<file path="src/rtl/width_widening_adapter.sv">
// width_widening_adapter: packs SYMBOLS narrow Avalon-ST beats into one wide beat, first symbol in the LSBs.
module width_widening_adapter #(
    parameter int  ST_SINK_WIDTH   = 8,
    parameter int  ST_SOURCE_WIDTH = 16,
    localparam int SYMBOLS         = ST_SOURCE_WIDTH / ST_SINK_WIDTH,
    localparam int EMPTY_WIDTH     = (SYMBOLS > 2) ? $clog2(SYMBOLS) : 1
) (
    input  logic                       clk,
    input  logic                       reset_n,
    output logic                       st_sink_ready,
    input  logic [ST_SINK_WIDTH-1:0]   st_sink_data,
    input  logic                       st_sink_startofpacket,
    input  logic                       st_sink_endofpacket,
    input  logic                       st_sink_valid,
    input  logic                       st_source_ready,
    output logic [ST_SOURCE_WIDTH-1:0] st_source_data,
    output logic                       st_source_startofpacket,
    output logic                       st_source_endofpacket,
    output logic [EMPTY_WIDTH-1:0]     st_source_empty,
    output logic                       st_source_valid,
    output logic                       protocol_error
);
    localparam int SW = ST_SINK_WIDTH;
    localparam logic [EMPTY_WIDTH-1:0] LAST = EMPTY_WIDTH'(SYMBOLS - 1);

    if (ST_SOURCE_WIDTH % ST_SINK_WIDTH != 0 || ST_SOURCE_WIDTH <= ST_SINK_WIDTH) begin : g_bad_width
        $fatal(1, "ST_SOURCE_WIDTH must be an integer multiple (>1) of ST_SINK_WIDTH");
    end

    logic [(SYMBOLS-1)*SW-1:0] acc;
    logic [EMPTY_WIDTH-1:0]    fill;
    logic [EMPTY_WIDTH-1:0]    fill_eff;
    logic                      acc_sop;
    logic                      in_packet;
    logic                      accept;
    logic                      mid_sop;
    logic                      complete;
    logic [ST_SOURCE_WIDTH-1:0] word;

    assign st_sink_ready = !st_source_valid || st_source_ready;
    assign accept        = st_sink_valid && st_sink_ready;
    assign mid_sop       = accept && st_sink_startofpacket && (in_packet || fill != '0);
    // a mid-packet SOP throws away the partial word and restarts at slot 0
    assign fill_eff      = mid_sop ? '0 : fill;
    assign complete      = accept && (fill_eff == LAST || st_sink_endofpacket);

    always_comb begin
        word = '0;
        for (int i = 0; i < SYMBOLS - 1; i++)
            if (EMPTY_WIDTH'(i) < fill_eff) word[i*SW +: SW] = acc[i*SW +: SW];
        for (int i = 0; i < SYMBOLS; i++)
            if (EMPTY_WIDTH'(i) == fill_eff) word[i*SW +: SW] = st_sink_data;
    end

    always_ff @(posedge clk or negedge reset_n) begin
        if (!reset_n) begin
            acc                     <= '0;
            fill                    <= '0;
            acc_sop                 <= 1'b0;
            in_packet               <= 1'b0;
            st_source_data          <= '0;
            st_source_startofpacket <= 1'b0;
            st_source_endofpacket   <= 1'b0;
            st_source_empty         <= '0;
            st_source_valid         <= 1'b0;
            protocol_error          <= 1'b0;
        end else begin
            protocol_error <= mid_sop;
            if (accept) begin
                in_packet <= st_sink_endofpacket ? 1'b0 : (st_sink_startofpacket ? 1'b1 : in_packet);
                fill      <= complete ? '0 : fill_eff + 1'b1;
                if (!complete) begin
                    for (int i = 0; i < SYMBOLS - 1; i++)
                        if (fill_eff == EMPTY_WIDTH'(i)) acc[i*SW +: SW] <= st_sink_data;
                    if (fill_eff == '0) acc_sop <= st_sink_startofpacket;
                end
            end
            if (complete) begin
                st_source_data          <= word;
                st_source_startofpacket <= (fill_eff == '0) ? st_sink_startofpacket : acc_sop;
                st_source_endofpacket   <= st_sink_endofpacket;
                st_source_empty         <= st_sink_endofpacket ? LAST - fill_eff : '0;
                st_source_valid         <= 1'b1;
            end else if (st_source_ready) begin
                st_source_valid <= 1'b0;
            end
        end
    end
endmodule

</file>
<file path="config.mk">
export PLATFORM = sky130hd
export DESIGN_NAME = width_widening_adapter
export DESIGN_NICKNAME = d
export VERILOG_FILES = /design/src/rtl/width_widening_adapter.sv
export SDC_FILE = /design/constraint.sdc
export NUM_CORES = 1
export LEC_CHECK = 0
export BUFFER_PORTS_ARGS = -buffer_cell sky130_fd_sc_hd__buf_4
export CAP_MARGIN = 10
export CORE_MARGIN = 3
export CORE_UTILIZATION = 32
export DETAILED_ROUTE_END_ITERATION = 12
export PLACE_DENSITY = 0.55
export SYNTH_ARGS = -nofsm -noshare
export SYNTH_HDL_FRONTEND = slang
export SYNTH_SLANG_ARGS = --single-unit
</file>
<file path="constraint.sdc">
create_clock -name clk -period 1.5 [get_ports clk]
set_clock_uncertainty 0.05 [all_clocks]
set_input_delay 0.15 -clock clk [delete_from_list [all_inputs] [get_ports clk]]
set_output_delay 0.15 -clock clk [all_outputs]
set_load 0.005 [all_outputs]
</file>
==> flow_summary.yaml <==
power:
  seq_power_share: 0.503
  intPower_mw: 1.67
  swShare: 0.265
  clkPwrFrac: 0.251
  peakVddDrop_v: 0.000670
  p_comb_frac: 0.246
  power_switching_mw: 0.600
  power.density_nw_per_um2: 1290
  p_leak_nw: 0.866
die:
  dieHeight_um: 70.0
  die_width_um: 70.0
  dieArea_um2: 4900
  rows: 22
  io_pins: 36
  core_area_um2: 3800
  start_util: 0.345
clock_tree:
  numCtsBuffers: 5
  max-clock-path-buffers: 2
  clkSlewWorstSetupHoldPaths_ns: 0.06
  clock_latency_ns: 0.27
  htree_num_levels: 2
  cts_tree: "done"
  cts_sinks: 32
  cts-root-buf: "clkbuf_8"
finish:
  antenna_cells: 0
  final_cells: 196
  top_register: "st_source_data"
  top_regs: "st_source_data x16, acc x8"
  nets: 164
  area_delta_synth_final_pct: 34.1
  final_cell_mix: "buf_4 (44), dfrtp_1 (32), a21oi_1 (12)"
  layout-drive-gt1-share: 0.426
  fill_cells: 374
  layout_commonest_cell: "buf_4"
  largest_reg_flops: 16
setup_path:
  worst-path-max-fanout: 5
  cp.arrival_ns: 1.51
  path_delay_family: "flip-flops"
  cp-start-kind: "flop"
  worstSetupEndpointType: "flop"
  crit_path_max_incr_delay_ns: 0.39
  slowest_stage: "dfrtp_1"
  crit_required_ns: 1.61
  cp_num_buf_inv: 1
  worstPathCellList: "nor2b_2, nor3_4, buf_4, mux2_2"
  critical_path_class: "reg2reg"
drt:
  remaining_drc_errors: 0
  detail_route.wl_per_cell_um: 14.2
  wl_met2_um: 1210
  antenna_left: 0
  num_vias: 955
  drt-initial-drc-count: 38
  m1WireLength_um: 1320
  drt_wl_total_um: 2780
  routed_via_density: 4.87
  dr.pass1.iters: 4
  top_layer: "met4"
  wl_met3_um: 198
timing:
  whs_ns: 0.0583
  hold_viol_final: 0
  tightest_slew_ns: 0.408
  post-route-period-util: 0.935
  rsz0062_at_grt: "false"
  fin_crit_ns: 1.40
  report.final.slew_viol_count: 0
  fmax_mhz: 713
  setup_viol: 0
  max_slew_margin: 0.728
place:
  hpwl_um: 2010
  dpl.cell_count: 189
  port_buffers: 35
  routabilityCongestion: 0.727
synthesis:
  ys_ff_latch: 32
  synth_fp_nets: 117
  syn_inst: 103
  synth_cell_types: 24
  synth.avg_cell_area_um2: 12.7
  yosys_warnings: 0
  seq_area_frac_synth: 0.611
  ys_async_sr_fraction: 1.00
  netlist_area_um2: 1310
  synth_edf_count: 0
  synth-main-ff-cell: "dfrtp_1"
outcome:
  status: "finished, final reports clean"
grt:
  grt.overflow.total: 0
  grt_pass1_wl_um: 4790
  grt_pass1_vias: 1002
  track_usage: 0.127
  antenna_found_initial: 0
  grt_max_degree: 33
flow_run:
  max_cap_viol_count: 0
worst_hold_path:
  hold_class: "in2reg"
[cell type report]
class / instances / area [µm²] / share of cell area
sequential: 32 / 801 / 0.456
multi-input combinational: 64 / 479 / 0.273
timing repair buffer: 45 / 340 / 0.194
clock buffer: 5 / 68.8 / 0.0392
tap: 48 / 60.1 / 0.0342
inverter: 2 / 7.51 / 0.00427
[power by group through the flow]
stage | Clock (mW) | Combinational [mW] | Sequential, mW
final | 0.570 | 0.558 | 1.14
after global routing | 0.638 | 0.620 | 1.16
after CTS | 0.599 | 0.568 | 1.14
after detailed placement | 0 | 0.564 | 1.15
after global placement | 0 | 0.552 | 1.15
after floorplan | 0 | 0.263 | 1.15
[path summary, 6_finish.rpt]
check / from / endpoint / slack, ns / cells after the start
max: fill / acc[6] / 0.1 / 4
min: st_sink_data[5] / acc[5] / 0.06 / 2
max reg2reg: fill / acc[6] / 0.1 / 4
min reg2reg: acc[5] / acc[5] / 0.44 / 1
max in group asynchronous: reset_n / st_source_data[9] / 0.80 / 2
min in group asynchronous: reset_n / st_source_startofpacket / 0.30 / 2
[routing by layer]
| layer | global-route usage | vias up |
|---|---|---|
| li1 | - | 454 |
| met1 | 0.169 | 461 |
| met2 | 0.178 | 33 |
| met3 | 0.0518 | 7 |
| met4 | 0.0574 | 0 |
| met5 | 0 | - |
[cells by family after synthesis]
logic type / after synthesis / share of synthesized area
flip-flops: 32 / 0.611
AO/OA/AOI/OAI: 28 / 0.145
AND/OR/NAND/NOR: 20 / 0.0850
buffers and inverters: 7 / 0.0287
multiplexers: 16 / 0.130
[cells in the mapped netlist, types with 2 or more instances]
master    instances  share of area
dfrtp_1          32           0.61
a21oi_1          12          0.046
nor2_1           11          0.032
a22o_1            8          0.053
mux2i_1           8          0.061
mux2_2            7          0.060
buf_4             3          0.017
nand2_1           3         0.0086
clkbuf_1          2         0.0057
inv_1             2         0.0057
o21ai_0           2         0.0076
[per-stage QoR]
stage,cell area (µm²),utilization,power (mW),setup slack (ns),TNS (ns)
floorplan,1310,-,1.41,0.0351,0
global placement,1660,0.438,1.70,0.0464,0
detailed placement,1660,0.438,1.71,-0.0252,-0.104
CTS,1750,0.460,2.31,0.0662,0
global route,1760,0.462,2.42,0.0220,0
finish,1760,0.462,2.27,0.0980,0
[repair_timing]
item / 4_1_cts / 5_1_grt
setup endpoints to repair: 15 / 9
hold buffers: 1 / 0
gates resized for setup: 1 / 1
pin swaps: 0 / 1
buffers inserted: 0 / 1
endpoints found under the hold margin: 32 / 0
(Power assumes the default switching activity.)
